File: config.mk
export PLATFORM = sky130hd
export DESIGN_NAME = enc_sequencer
export DESIGN_NICKNAME = d
export VERILOG_FILES = /design/src/rtl/enc_pkg.sv /design/src/rtl/enc_beat_classifier.sv /design/src/rtl/enc_sequencer.sv
export SDC_FILE = /design/constraint.sdc
export NUM_CORES = 1
export LEC_CHECK = 0
export ABC_AREA = 1
export BUFFER_PORTS_ARGS = -buffer_cell sky130_fd_sc_hd__buf_2
export CAP_MARGIN = 20
export CORE_ASPECT_RATIO = 1.2
export CORE_UTILIZATION = 50
export CTS_CLUSTER_DIAMETER = 60
export DETAILED_ROUTE_END_ITERATION = 12
export GPL_TIMING_DRIVEN = 1
export PLACE_DENSITY = 0.79
export SLEW_MARGIN = 20
export SYNTH_ARGS = -nofsm -noshare
export SYNTH_HDL_FRONTEND = slang
export SYNTH_SLANG_ARGS = --single-unit
File: constraint.sdc
create_clock -name clk -period 4.7 [get_ports clk]
set_input_delay 0.235 -clock clk [delete_from_list [all_inputs] [get_ports clk]]
set_output_delay 0.235 -clock clk [all_outputs]
set_load 0.02 [all_outputs]
File: src/rtl/enc_pkg.sv
// rtl/enc_pkg.sv - beat phase type, default sizes and message-length legality check for the RS encoder sequencer
package enc_pkg;

    typedef enum logic [1:0] {
        SEL_MES = 2'd0,
        SEL_MTP = 2'd1,
        SEL_PAR = 2'd2,
        SEL_PTM = 2'd3
    } sel_phase_t;

    localparam int ENC_SYM_DEF     = 8;
    localparam int RSC_PAR_LEN_DEF = 32;
    localparam int RSC_COD_MAX_DEF = 255;
    localparam int RSC_MES_MIN_DEF = 16;
    localparam int CW_COUNT_W      = 16;

    function automatic logic enc_mes_len_legal(input int mes_len, input int mes_min,
                                               input int cod_max, input int par_len);
        return (mes_len >= mes_min) && (mes_len <= cod_max - par_len);
    endfunction

endpackage

File: src/rtl/enc_beat_classifier.sv
// rtl/enc_beat_classifier.sv - splits one beat into message/parity lanes and locates codeword boundaries
module enc_beat_classifier
    import enc_pkg::*;
#(
    parameter int ENC_SYM = ENC_SYM_DEF,
    parameter int SW      = 9
) (
    input  logic [SW-1:0]                cnt,
    input  logic [SW-1:0]                mes_len,
    input  logic [SW-1:0]                cod_len,
    output sel_phase_t                   phase,
    output logic [$clog2(ENC_SYM+1)-1:0] mes_request,
    output logic [$clog2(ENC_SYM+1)-1:0] par_request,
    output logic                         sop,
    output logic [$clog2(ENC_SYM)-1:0]   sop_lane,
    output logic                         eop,
    output logic [$clog2(ENC_SYM)-1:0]   eop_lane
);
    localparam int RW = $clog2(ENC_SYM + 1);
    localparam int LW = $clog2(ENC_SYM);
    localparam logic [SW-1:0] BEAT = SW'(ENC_SYM);

    logic [SW-1:0] beat_end;
    logic [SW-1:0] mes_cur;
    logic [SW-1:0] mes_nxt;
    logic [SW-1:0] mes_sum;
    logic [SW-1:0] par_sum;
    logic [SW-1:0] sop_off;
    logic [SW-1:0] eop_off;

    always_comb begin
        beat_end = cnt + BEAT;
        mes_cur  = '0;
        mes_nxt  = '0;
        phase    = SEL_MES;

        // Both message terms are clamped at zero before they are combined.
        if (mes_len > cnt) begin
            mes_cur = (mes_len - cnt > BEAT) ? BEAT : (mes_len - cnt);
        end
        if (beat_end > cod_len) begin
            mes_nxt = beat_end - cod_len;
        end
        mes_sum = mes_cur + mes_nxt;
        par_sum = BEAT - mes_sum;

        if (beat_end <= mes_len) begin
            phase = SEL_MES;
        end else if (cnt < mes_len) begin
            phase = SEL_MTP;
        end else if (beat_end <= cod_len) begin
            phase = SEL_PAR;
        end else begin
            phase = SEL_PTM;
        end

        sop     = (cnt == '0) || (phase == SEL_PTM);
        sop_off = (cnt == '0) ? '0 : (cod_len - cnt);
        eop     = (beat_end >= cod_len);
        eop_off = cod_len - cnt - SW'(1);
    end

    assign mes_request = RW'(mes_sum);
    assign par_request = RW'(par_sum);
    assign sop_lane    = LW'(sop_off);
    assign eop_lane    = LW'(eop_off);

endmodule

File: src/rtl/enc_sequencer.sv
// rtl/enc_sequencer.sv - per-beat message/parity sequencer for back-to-back shortened RS codewords
module enc_sequencer
    import enc_pkg::*;
#(
    parameter int ENC_SYM     = ENC_SYM_DEF,
    parameter int RSC_PAR_LEN = RSC_PAR_LEN_DEF,
    parameter int RSC_COD_MAX = RSC_COD_MAX_DEF,
    parameter int RSC_MES_MIN = RSC_MES_MIN_DEF
) (
    input  logic                               clk,
    input  logic                               rst,
    input  logic                               gen_valid,
    input  logic [$clog2(RSC_COD_MAX+1)-1:0]   cfg_mes_len,
    output logic [$clog2(RSC_COD_MAX)-1:0]     con_counter,
    output sel_phase_t                         sel_phase,
    output logic [$clog2(ENC_SYM+1)-1:0]       mes_request,
    output logic [$clog2(ENC_SYM+1)-1:0]       par_request,
    output logic                               sop,
    output logic [$clog2(ENC_SYM)-1:0]         sop_lane,
    output logic                               eop,
    output logic [$clog2(ENC_SYM)-1:0]         eop_lane,
    output logic                               pro_finished,
    output logic [$clog2(RSC_COD_MAX+1)-1:0]   cur_mes_len,
    output logic                               cfg_err,
    output logic [CW_COUNT_W-1:0]              cw_count
);
    localparam int KW  = $clog2(RSC_COD_MAX + 1);
    localparam int CNW = $clog2(RSC_COD_MAX);
    localparam int SW  = $clog2(RSC_COD_MAX + ENC_SYM + 1);
    localparam int RW  = $clog2(ENC_SYM + 1);
    localparam int LW  = $clog2(ENC_SYM);

    logic [SW-1:0]         cnt_cur;
    logic [SW-1:0]         k_cur;
    logic [SW-1:0]         n_cur;
    logic [SW-1:0]         beat_end;
    logic [SW-1:0]         cnt_nxt;
    logic [SW-1:0]         k_nxt;
    logic [SW-1:0]         n_nxt;
    logic                  wrap;
    logic                  cfg_legal;
    logic                  err_nxt;
    logic                  fin_nxt;
    logic [CW_COUNT_W-1:0] cw_nxt;

    sel_phase_t            nx_phase;
    logic [RW-1:0]         nx_mes;
    logic [RW-1:0]         nx_par;
    logic                  nx_sop;
    logic [LW-1:0]         nx_sop_lane;
    logic                  nx_eop;
    logic [LW-1:0]         nx_eop_lane;

    always_comb begin
        cnt_cur   = SW'(con_counter);
        k_cur     = SW'(cur_mes_len);
        n_cur     = k_cur + SW'(RSC_PAR_LEN);
        beat_end  = cnt_cur + SW'(ENC_SYM);
        wrap      = (beat_end >= n_cur);
        cfg_legal = enc_mes_len_legal(int'(cfg_mes_len), RSC_MES_MIN, RSC_COD_MAX, RSC_PAR_LEN);

        cnt_nxt = cnt_cur;
        k_nxt   = k_cur;
        cw_nxt  = cw_count;
        err_nxt = cfg_err;
        fin_nxt = 1'b0;

        if (rst) begin
            cnt_nxt = '0;
            k_nxt   = cfg_legal ? SW'(cfg_mes_len) : SW'(RSC_COD_MAX - RSC_PAR_LEN);
            cw_nxt  = '0;
            err_nxt = 1'b0;
        end else if (gen_valid) begin
            // The beat being consumed holds message position K-1.
            fin_nxt = (cnt_cur < k_cur) && (beat_end >= k_cur);
            if (wrap) begin
                cnt_nxt = beat_end - n_cur;
                cw_nxt  = cw_count + CW_COUNT_W'(1);
                if (cfg_legal) begin
                    k_nxt = SW'(cfg_mes_len);
                end else begin
                    err_nxt = 1'b1;
                end
            end else begin
                cnt_nxt = beat_end;
            end
        end
        n_nxt = k_nxt + SW'(RSC_PAR_LEN);
    end

    // Outputs are registered from the classification of the next state, so
    // they always describe the beat presented in the following cycle.
    enc_beat_classifier #(
        .ENC_SYM (ENC_SYM),
        .SW      (SW)
    ) u_classifier (
        .cnt         (cnt_nxt),
        .mes_len     (k_nxt),
        .cod_len     (n_nxt),
        .phase       (nx_phase),
        .mes_request (nx_mes),
        .par_request (nx_par),
        .sop         (nx_sop),
        .sop_lane    (nx_sop_lane),
        .eop         (nx_eop),
        .eop_lane    (nx_eop_lane)
    );

    always_ff @(posedge clk) begin
        if (rst) begin
            con_counter  <= '0;
            cur_mes_len  <= KW'(k_nxt);
            cw_count     <= '0;
            cfg_err      <= 1'b0;
            pro_finished <= 1'b0;
        end else begin
            con_counter  <= CNW'(cnt_nxt);
            cur_mes_len  <= KW'(k_nxt);
            cw_count     <= cw_nxt;
            cfg_err      <= err_nxt;
            pro_finished <= fin_nxt;
        end
        sel_phase   <= nx_phase;
        mes_request <= nx_mes;
        par_request <= nx_par;
        sop         <= nx_sop;
        sop_lane    <= nx_sop_lane;
        eop         <= nx_eop;
        eop_lane    <= nx_eop_lane;
    end

endmodule
; ---- Yosys cells after proc, flatten, opt, wreduce, memory -nomap -nowiden
; Index checks and enable logic that the tools add are counted.
[totals]
ff_bits = 52
latch_bits = 0
ram_bits = 0
rom_bits = 0
elab_cells = 60
mem_count = 0
[op_classes]
n_addsub = 12
n_mul = 0
div = 0
order_cmp = 12
n_eq_ne = 1
shifts = 0
mux = 14
n_bitwise = 2
n_reduce_logical = 7
[op_table]
columns = operator, count
row1 = $mux W8, 5
row2 = $mux W9, 3
row3 = $add A8 B6 Y9 const B, 2
row4 = $ge A9 B9 Y1, 2
row5 = $add A16 B1 Y16 const B, 1
row6 = $mux W4, 3
row7 = $add A8 B4 Y9 const B, 1
row8 = $add A9 B4 Y9 const B, 1
row9 = $ge A9 B8 Y1, 1
row10 = $gt A8 B9 Y1, 1
row11 = $gt A9 B4 Y1 const B, 1
row12 = $gt A9 B9 Y1, 1
row13 = $le A9 B8 Y1, 1
row14 = $le A9 B9 Y1, 1
row15 = $logic_not A9 Y1, 1
row16 = $lt A9 B8 Y1, 1
row17 = $sub A8 B9 Y9, 1
row18 = $sub A9 B9 Y9, 1
row19 = $ge A8 B5 Y1 const B, 1
row20 = $le A8 B8 Y1 const B, 1
row21 = $lt A8 B8 Y1, 1
row22 = $add A4 B4 Y4, 1
row23 = $mux W2, 2
row24 = $sub A4 B4 Y4, 1
row25 = 11 further kinds, 13

; ---- Logic depth before layout (Yosys ltp)
; Gate-level depths: netlist of run 1.
[depth]
ltp_word = 13
mapped_depth = 36
mapped_depth_nobuf = 35

; ---- Cells and area by module
; From an unflattened synthesis of run 1, not the netlist that was laid out.
[unflattened]
cells_unflattened = 624
hier_area_um2 = 4330.4
[by_module_without_submodules]
columns = module, instances, cells_per_inst, area_each_um2, seq_area_each_um2
row1 = enc_sequencer, 1, 363, 2757.6, 1041.0
row2 = enc_beat_classifier, 1, 261, 1572.8, 0.0

; ---- Least setup slack after synthesis of run 1
; Ideal clock, no wire load.
[synth_timing]
path_type = register to register
start = reg con_counter[4]
end = reg par_request[3]
setup_ns = 0.112
t_arrival_ns = 5.039
required_time_ns = 4.588
setup_slack_ns = -0.451
path_stages_with_launch = 30
path_buffers = 1
period_less_slack_ns = 5.151
path_cell_list = dfxtp_1 ha_1 nand3_1 xor2_1 ha_1 nand2_1 nor2_2 nand3_2 nand4_4 nand2_4 buf_6 o21ai_4 o22ai_1 ha_1 fa_1 nor2_1 nor2_1 o21ai_0 xor2_1 nor4_1 nand3_1 nor2_1 ha_1 a21o_1 a21oi_1 xnor2_1 nand3b_1 nand2_1 nand2_1 nand2_1
[synth_between]
elab_chain_cells = 11
elab_cells_between_ends = 21
cone_classes = add/sub (8) / order compare (4) / mux (9)
[synth_rtl]
columns = item, line
row1 = from (decl), enc_sequencer.sv:14  ; output logic [$clog2(RSC_COD_MAX)-1:0] con_counter,
row2 = from (signal assigned), enc_sequencer.sv:117  ; con_counter <= CNW'(cnt_nxt);
row3 = $add A8 B4 Y9, enc_sequencer.sv:58  ; beat_end = cnt_cur + SW'(ENC_SYM);
row4 = $sub A9 B9 Y9 / $ge A9 B9 Y1 (equally long branches), "enc_sequencer.sv:77, enc_sequencer.sv:59"
row5 = $mux W9 / $mux W8 (equally long branches), enc_sequencer.sv:76  ; if (wrap) begin
row6 = $mux W9 / $mux W8 (equally long branches), enc_sequencer.sv:73  ; end else if (gen_valid) begin
row7 = $mux W9 / $mux W8 (equally long branches), enc_sequencer.sv:68  ; if (rst) begin
row8 = $sub A8 B9 Y9, enc_beat_classifier.sv:39  ; mes_cur = (mes_len - cnt > BEAT) ? BEAT : (mes_len - cnt);
row9 = $gt A9 B4 Y1, enc_beat_classifier.sv:39
row10 = $mux W4, enc_beat_classifier.sv:39
row11 = $mux W4, enc_beat_classifier.sv:38  ; if (mes_len > cnt) begin
row12 = $add A4 B4 Y4 *, enc_beat_classifier.sv:44  ; mes_sum = mes_cur + mes_nxt;
row13 = $sub A4 B4 Y4 *, enc_beat_classifier.sv:45  ; par_sum = BEAT - mes_sum;
row14 = named net nx_par[3], enc_sequencer.sv:48  ; logic [RW-1:0] nx_par;
row15 = to (signal assigned), enc_sequencer.sv:125  ; par_request <= nx_par;
row16 = to (decl), enc_sequencer.sv:17  ; output logic [$clog2(ENC_SYM+1)-1:0] par_request,
; The timed path passes the listed nets; every way through them passes the cells marked *.
; A chain may end at the register's enable or synchronous reset.

; ---- Worst setup path after layout of run 1
[layout_timing]
start = reg con_counter[3]
end = reg par_request[3]
[layout_between]
elab_chain_cells = 11
elab_cells_between_ends = 21
cone_classes = add/sub (8) / order compare (4) / mux (9)
[layout_rtl]
columns = item, line
row1 = $add A8 B4 Y9, enc_sequencer.sv:58
row2 = $sub A9 B9 Y9 / $ge A9 B9 Y1 (equally long branches), "enc_sequencer.sv:77, enc_sequencer.sv:59"
row3 = $mux W9 / $mux W8 (equally long branches), enc_sequencer.sv:76
row4 = $mux W9 / $mux W8 (equally long branches), enc_sequencer.sv:73
row5 = $mux W9 / $mux W8 (equally long branches), enc_sequencer.sv:68
row6 = $sub A8 B9 Y9, enc_beat_classifier.sv:39
row7 = $gt A9 B4 Y1, enc_beat_classifier.sv:39
row8 = $mux W4, enc_beat_classifier.sv:39
row9 = $mux W4, enc_beat_classifier.sv:38
row10 = $add A4 B4 Y4 *, enc_beat_classifier.sv:44
row11 = named net nx_mes[1], enc_sequencer.sv:47  ; logic [RW-1:0] nx_mes;
row12 = $sub A4 B4 Y4 *, enc_beat_classifier.sv:45
row13 = named net nx_par[3], enc_sequencer.sv:48
; Marks and branches as above.

==> qor.yml, run 1 <==
placed_design:
  dpl-instance-area_mm2: 0.00516
  finalWeightedCongestion: 0.928
  port-buffer-count: 62
  dpl.hpwl_mm: 8.84
floorplanning:
  die_width_um: 83.7
  height_of_the_die_um: 100
  fp.dieArea_mm2: 0.00837
  initial_utilization: 0.520
  top_level_ports: 63
  core-area_mm2: 0.00771
  placementRows: 35
yosys:
  synth_most_common_cell: "nand2_1"
  synth_top_cells_by_count: "nand2_1, inv_1, dfxtp_1"
  ys.warnings.count: 0
  post_synth_inst_count: 552
  synth_top_area_frac: 0.255
  predominant_post_synthesis_flop_cell: "dfxtp_1"
  synth.distinct_cells: 50
  synthesis.area_per_instance_um2: 7.26
  postSynthNetCount: 615
  async_reset_ff_frac: 0
  seq_area_frac_synth: 0.255
  synth_seq_cells: 51
  synth-edff-count: 0
  yosysTopAreaCell: "dfxtp_1"
  mappedNetlistArea_mm2: 0.00401
  synth.area.top_cells: "dfxtp_1, ha_1, nand2_1"
power:
  power.static_leakage_nw: 3.02
  powerDensity_mw_per_mm2: 430
  vdd_ir_drop_max_mv: 0.303
cells_and_area:
  area_growth_syn_to_layout_pct: 40.0
  register_area_mm2: 0.00103
  finish.net_count: 766
  diodes: 0
  multi_input_comb_area_mm2: 0.00294
  final.fill_count: 606
  final_core_occ: 0.727
  final_design_area_excluding_fillers_mm2: 0.00561
  drive_above_1_share: 0.381
run_status:
  failed_checks: "setup timing"
  status: "finished, violations left"
worst_setup_path:
  worstSetupStartpointType: "register"
  rrSetupSlack_ns: -0.16
  cp.buffers_inverters: 1
  critical-path-max-stage-delay_ns: 0.46
  timing.critical_path.mode_cell: "nor2_4"
  critPathArrivalTime_ns: 5.07
  critPathRequiredTime_ns: 4.91
  critPathSlowestCell: "fa_2"
  highest_fanout_seen_on_the_critical_path: 5
  critical_path_cell_count: 25
  setup.worst_path.start: "con_counter[3]"
  critPathCaptureType: "register"
  setup.worst_path.end: "par_request[3]"
  worstReg2RegEnd: "par_request[3]"
  setup.worst_path.class: "reg2reg"
  r2r-start: "con_counter[3]"
  worst_path_dominant_cell_family: "adder cells"
  r2r_cells: 25
grt:
  first_pass_grt_wire_length_mm: 18.6
  grt-ovfl-total: 0
  grt_start_max_net_pins: 17
  track_usage: 0.273
  via_count_of_the_first_global_routing_pass: 4182
  antenna_found_initial: 0
detailed_routing:
  detailedRoute.firstPassIterationCount: 5
  vias: 4193
  total_wire_length_after_detailed_routing_mm: 11.4
  ant_nets: 0
  post_drt_wl_per_cell_um: 14.4
  detail_route.iter0.violations: 156
  detail_route.vias_per_cell: 5.27
  count_of_unresolved_drc_violations_after_routing: 0
cts:
  cts_buffers: 5
  clock_tree.buffer_depth: 2
  cts-hold-fix-buffers: 0
  cts_tree: "yes"
  clk_root_buffer_cell: "clkbuf_8"
  clkTransAtPathRegs_ns: 0.09
  cts_htree_levels: 2
  clock_sink_count: 51
  clk_latency_ns: 0.31
worst_hold_path:
  timing.hold.worst.class: "in2reg"
  origin_of_the_worst_min_delay_path: "cfg_mes_len[0]"
timing:
  timing.hold.ws_ns: 0.227
  clock-skew-final_ns: 0.0114
  worst_slew_margin_rel: 0.754
  min_period_over_period: 1.03
  worst-slew-pin-transition_ns: 0.366
  setup_ws_ns: -0.161
  grt_setup_unrepaired: "yes"
  hold_viol_final: 0
  fin_crit_ns: 4.86
  fmaxAchievable_mhz: 206
  final_setup_viols: 5
  report.final.slew_viol_count: 0
run:
  timing.max_cap.violations: 0
sequential cells by signal, summed over array words and instances, names as in the netlist:
signal / flops
cw_count: 16
pro_finished: 1
par_request: 4
eop_lane: 3
cur_mes_len: 8
mes_request: 3
eop: 1
con_counter: 8
sop: 1
sop_lane: 3
sel_phase: 2
cfg_err: 1
per-stage QoR:
step                      power [mW]  setup WS, ns  setup TNS (ns)  cells
after floorplan                 1.43       -0.0880          -0.188    552
after global placement          1.87       -0.0520         -0.0718    778
after detailed placement        1.90        -0.210          -0.534    778
after CTS                       2.32        -0.132          -0.280    792
after global routing            2.57        -0.386           -1.56    796
final                           2.41        -0.161          -0.376    796
repair_timing:
action | 4_1_cts | 5_1_grt
pin swaps | 29 | 29
buffers inserted | 6 | 4
setup endpoints to repair | 5 | 6
gates resized for setup | 28 | 23
cell families after synthesis:
group,count (synthesis),share of synthesized area
adder cells (fa/ha/maj),52,0.170
buffers and inverters,107,0.105
AO/OA/AOI/OAI,68,0.103
flip-flops,51,0.255
AND/OR/NAND/NOR,255,0.326
XOR/XNOR,19,0.0415
where the power goes:
part,switching [mW],internal (mW)
Combinational,0.869,0.647
Clock,0.154,0.175
Sequential,0.0430,0.521
worst min-delay path by stage:
stage | slack (ns) | depth (start not counted) | to
final | 0.23 | 3 | cur_mes_len[0]
after global routing | 0.22 | 3 | cur_mes_len[0]
after floorplan | 0.40 | 2 | cur_mes_len[0]
after global placement | 0.44 | 2 | cw_count[8]
after CTS | 0.21 | 3 | cur_mes_len[3]
after detailed placement | 0.45 | 2 | cw_count[8]
cells in the final DEF (no fill, tap or decap), drive strengths merged, types with 2 or more instances in the layout:
master,netlist,routed
o22ai,8,8
nand3b,6,6
a211oi,2,2
nor3,11,11
o21a,2,2
o21ai,18,18
buf,4,149
nor2,50,50
inv,101,101
nor3b,4,4
clkbuf,1,6
nand2,121,121
nor4,2,2
a21oi,32,32
xnor2,3,3
fa,4,4
a21o,3,3
or2,5,5
ha,48,48
xor2,16,16
dfxtp,51,51
nand3,41,41
nand4,13,13
metal layers:
layer  global-route usage  vias up  share of wire
li1                     -     2082              -
met5                    0        -              0
met1                0.306     1914           0.39
met2                0.505      150           0.51
met4                0.137        0          0.050
met3               0.0354       47          0.044
worst reg2reg max path: cells and delay by family, from the launching register on:
kind | cells | cell delay, ns
buf+inv | 1 | 0.10
simple gates | 13 | 1.71
compound gates | 3 | 0.58
xor+xnor | 2 | 0.25
fa+ha+maj | 6 | 1.77
flops | 1 | 0.37
cell type report:
type                            instances  share of cell area
Timing Repair Buffer                  149               0.179
Clock inverter                          2             0.00692
Clock buffer                            6              0.0147
Sequential cell                        51               0.184
Tap cell                               92              0.0205
Multi-Input combinational cell        394               0.524
Inverter                              102              0.0699
(Power assumes the default switching activity.)
==> run 2, diff against run 1 <==
--- a/config.mk
+++ b/config.mk
@@ -13,6 +13,7 @@
 export CTS_CLUSTER_DIAMETER = 60
 export DETAILED_ROUTE_END_ITERATION = 12
 export GPL_TIMING_DRIVEN = 1
+export MAX_ROUTING_LAYER = met4
 export PLACE_DENSITY = 0.79
 export SLEW_MARGIN = 20
 export SYNTH_ARGS = -nofsm -noshare
==> run 2 against run 1 <==
Effect of this change: the flow still finishes with violations (setup timing); die area is the same; critical path type unchanged; clock skew is essentially flat; highest routed layer unchanged; via count grew 3.0%; first-iteration DRC count grew 34%; non-clock buffer count grew 6; largest cell class unchanged; critical endpoint unchanged; setup slack lost 0.059 ns; sequential power is essentially flat; register-to-register slack lost 0.06 ns; core utilization grew 2.2 points; final area grew 3.1%.
==> qor.yml, run 2 (synthesis results as in run 1) <==
run_status:
  status: "finished, violations left"
  failed_checks: "setup timing"
detailed_routing:
  detailedRoute.firstPassIterationCount: 4  # -1
  count_of_unresolved_drc_violations_after_routing: 0  # unchanged
  total_wire_length_after_detailed_routing_mm: 12.1  # +6.0%
  detail_route.vias_per_cell: 5.38  # +2.2%
  post_drt_wl_per_cell_um: 15.1  # +5.2%
  vias: 4317  # +3.0%
  detail_route.iter0.violations: 209  # +34%
  ant_nets: 0  # unchanged
cells_and_area:
  diodes: 0  # unchanged
  finish.net_count: 772  # +0.78%
  multi_input_comb_area_mm2: 0.00306  # +4.2%
  number_of_flip_flops_in_the_largest_register: 16  # unchanged
  drive_above_1_share: 0.410  # +0.0292
  reg_top3: "cw_count (16), con_counter (8), cur_mes_len (8)"
  final_common_cell: "nand2_1"
  max_flop_register: "cw_count"
  final_cell_mix: "nand2_1, inv_1, buf_4"
  final.fill_count: 554  # -8.6%
  register_area_mm2: 0.00104  # +0.24%
  area_growth_syn_to_layout_pct: 44.2
floorplanning:
  top_level_ports: 63  # unchanged
  die_width_um: 83.7  # unchanged
  initial_utilization: 0.520  # unchanged
  placementRows: 35  # unchanged
  fp.dieArea_mm2: 0.00837  # unchanged
  height_of_the_die_um: 100  # unchanged
  core-area_mm2: 0.00771  # unchanged
power:
  power.static_leakage_nw: 3.08  # +1.9%
  vdd_ir_drop_max_mv: 0.332  # +9.8%
  powerDensity_mw_per_mm2: 430  # about the same
timing:
  fmaxAchievable_mhz: 203  # -1.2%
  final_setup_viols: 4  # -1
  fin_crit_ns: 4.92  # +0.0592 ns
  report.final.slew_viol_count: 0  # unchanged
  hold_viol_final: 0  # unchanged
  setup_ws_ns: -0.220  # -0.0592 ns
  worst_slew_margin_rel: 0.759  # +0.00500
  worst-slew-pin-transition_ns: 0.358  # -0.00767 ns
  grt_setup_unrepaired: "yes"
  clock-skew-final_ns: 0.0115  # +0.000162 ns
  min_period_over_period: 1.05  # +0.0126
  setup-tns-final_ns: -0.502  # -0.127 ns
worst_setup_path:
  critPathRequiredTime_ns: 4.92  # about the same
  critPathCaptureType: "register"
  critical-path-max-stage-delay_ns: 0.39  # -0.07 ns
  worstSetupStartpointType: "register"
  critPathArrivalTime_ns: 5.14  # +0.07 ns
  setup.worst_path.class: "reg2reg"
  highest_fanout_seen_on_the_critical_path: 5  # unchanged
  cp.buffers_inverters: 3  # +2
  rrSetupSlack_ns: -0.22  # -0.06 ns
  worst_path_dominant_cell_family: "simple AND/OR/NAND/NOR gates"
  critPathSlowestCell: "dfxtp_4"
cts:
  cts_buffers: 5  # unchanged
  cts_tree: "yes"
  clk_root_buffer_cell: "clkbuf_8"
  clk_latency_ns: 0.32  # about the same
  clock_tree.buffer_depth: 2  # unchanged
  clock_sink_count: 51  # unchanged
  clkTransAtPathRegs_ns: 0.11  # +0.02 ns
  cts_htree_levels: 2  # unchanged
  cts-hold-fix-buffers: 0  # unchanged
grt:
  antenna_found_initial: 0  # unchanged
  grt_start_max_net_pins: 17  # unchanged
  via_count_of_the_first_global_routing_pass: 4143  # -0.93%
  grt-ovfl-total: 0  # unchanged
  first_pass_grt_wire_length_mm: 18.6  # +0.11%
  track_usage: 0.285  # +0.0126
worst_hold_path:
  timing.hold.worst.class: "in2reg"
placed_design:
  place_worst_setup_slack_ns: -0.165  # +0.0447 ns
  dpl.hpwl_mm: 9.04  # +2.2%
  finalWeightedCongestion: 0.950  # +2.3%
  port-buffer-count: 62  # unchanged
run:
  timing.max_cap.violations: 0  # unchanged
## run 2: cell types whose count changed in the layout (fill, tap and decap cells not counted), moves of 4 or more
cell | previous run | this run
ha_4 | 7 | 11
buf_6 | 1 | 5
inv_2 | 6 | 12
nand2_1 | 101 | 97
inv_1 | 94 | 89
## run 2: final timing paths
check | start | to | depth (start not counted)
hold / removal | cfg_mes_len[2] | cur_mes_len[2] | 3
setup / recovery | con_counter[3] | par_request[3] | 29
setup reg to reg | con_counter[3] | par_request[3] | 29
hold reg to reg | cw_count[4] | cw_count[4] | 2
## run 2: metrics by stage
stage / power (mW) / hold slack [ns] / instance area (um2) / util / cells
after floorplan: 1.43 / 0.400 / 4170 / - / 552
after global placement: 1.88 / 0.440 / 5160 / 0.670 / 778
after global routing: 2.65 / 0.230 / 5780 / 0.750 / 802
after detailed placement: 1.91 / 0.456 / 5160 / 0.670 / 778
after CTS: 2.28 / 0.199 / 5470 / 0.709 / 795
final: 2.48 / 0.238 / 5780 / 0.750 / 802
## run 2: cell type report
| cell class | count | share of cell area |
|---|---|---|
| tap | 92 | 0.0199 |
| sequential | 51 | 0.179 |
| inverter | 102 | 0.0671 |
| clock buffer | 6 | 0.0143 |
| multi-input combinational | 394 | 0.530 |
| clock inverter | 2 | 0.00260 |
| timing repair buffer | 155 | 0.186 |
## run 2: repair_timing
action / 4_1_cts / 5_1_grt
gates resized for setup: 29 / 52
setup buffers: 9 / 8
setup endpoints to repair: 5 / 6
pin swaps: 34 / 42
## run 2: layer usage
layer	vias up	track usage	routed length, um
met4	0	0.137	524
met3	45	0.0337	458
met5	-	-	0
met1	2042	0.304	4720
li1	2095	-	-
met2	135	0.524	6420
## run 2: where the power goes
part	internal, mW	switching (mW)
sequential	0.521	0.0447
clock	0.121	0.160
combinational	0.714	0.922
total	1.36	1.13
## run 2: tightest hold or removal path, cell delays in order
cell	delay, ns
buf_2	0.12
o22ai_4	0.08
inv_2	0.09
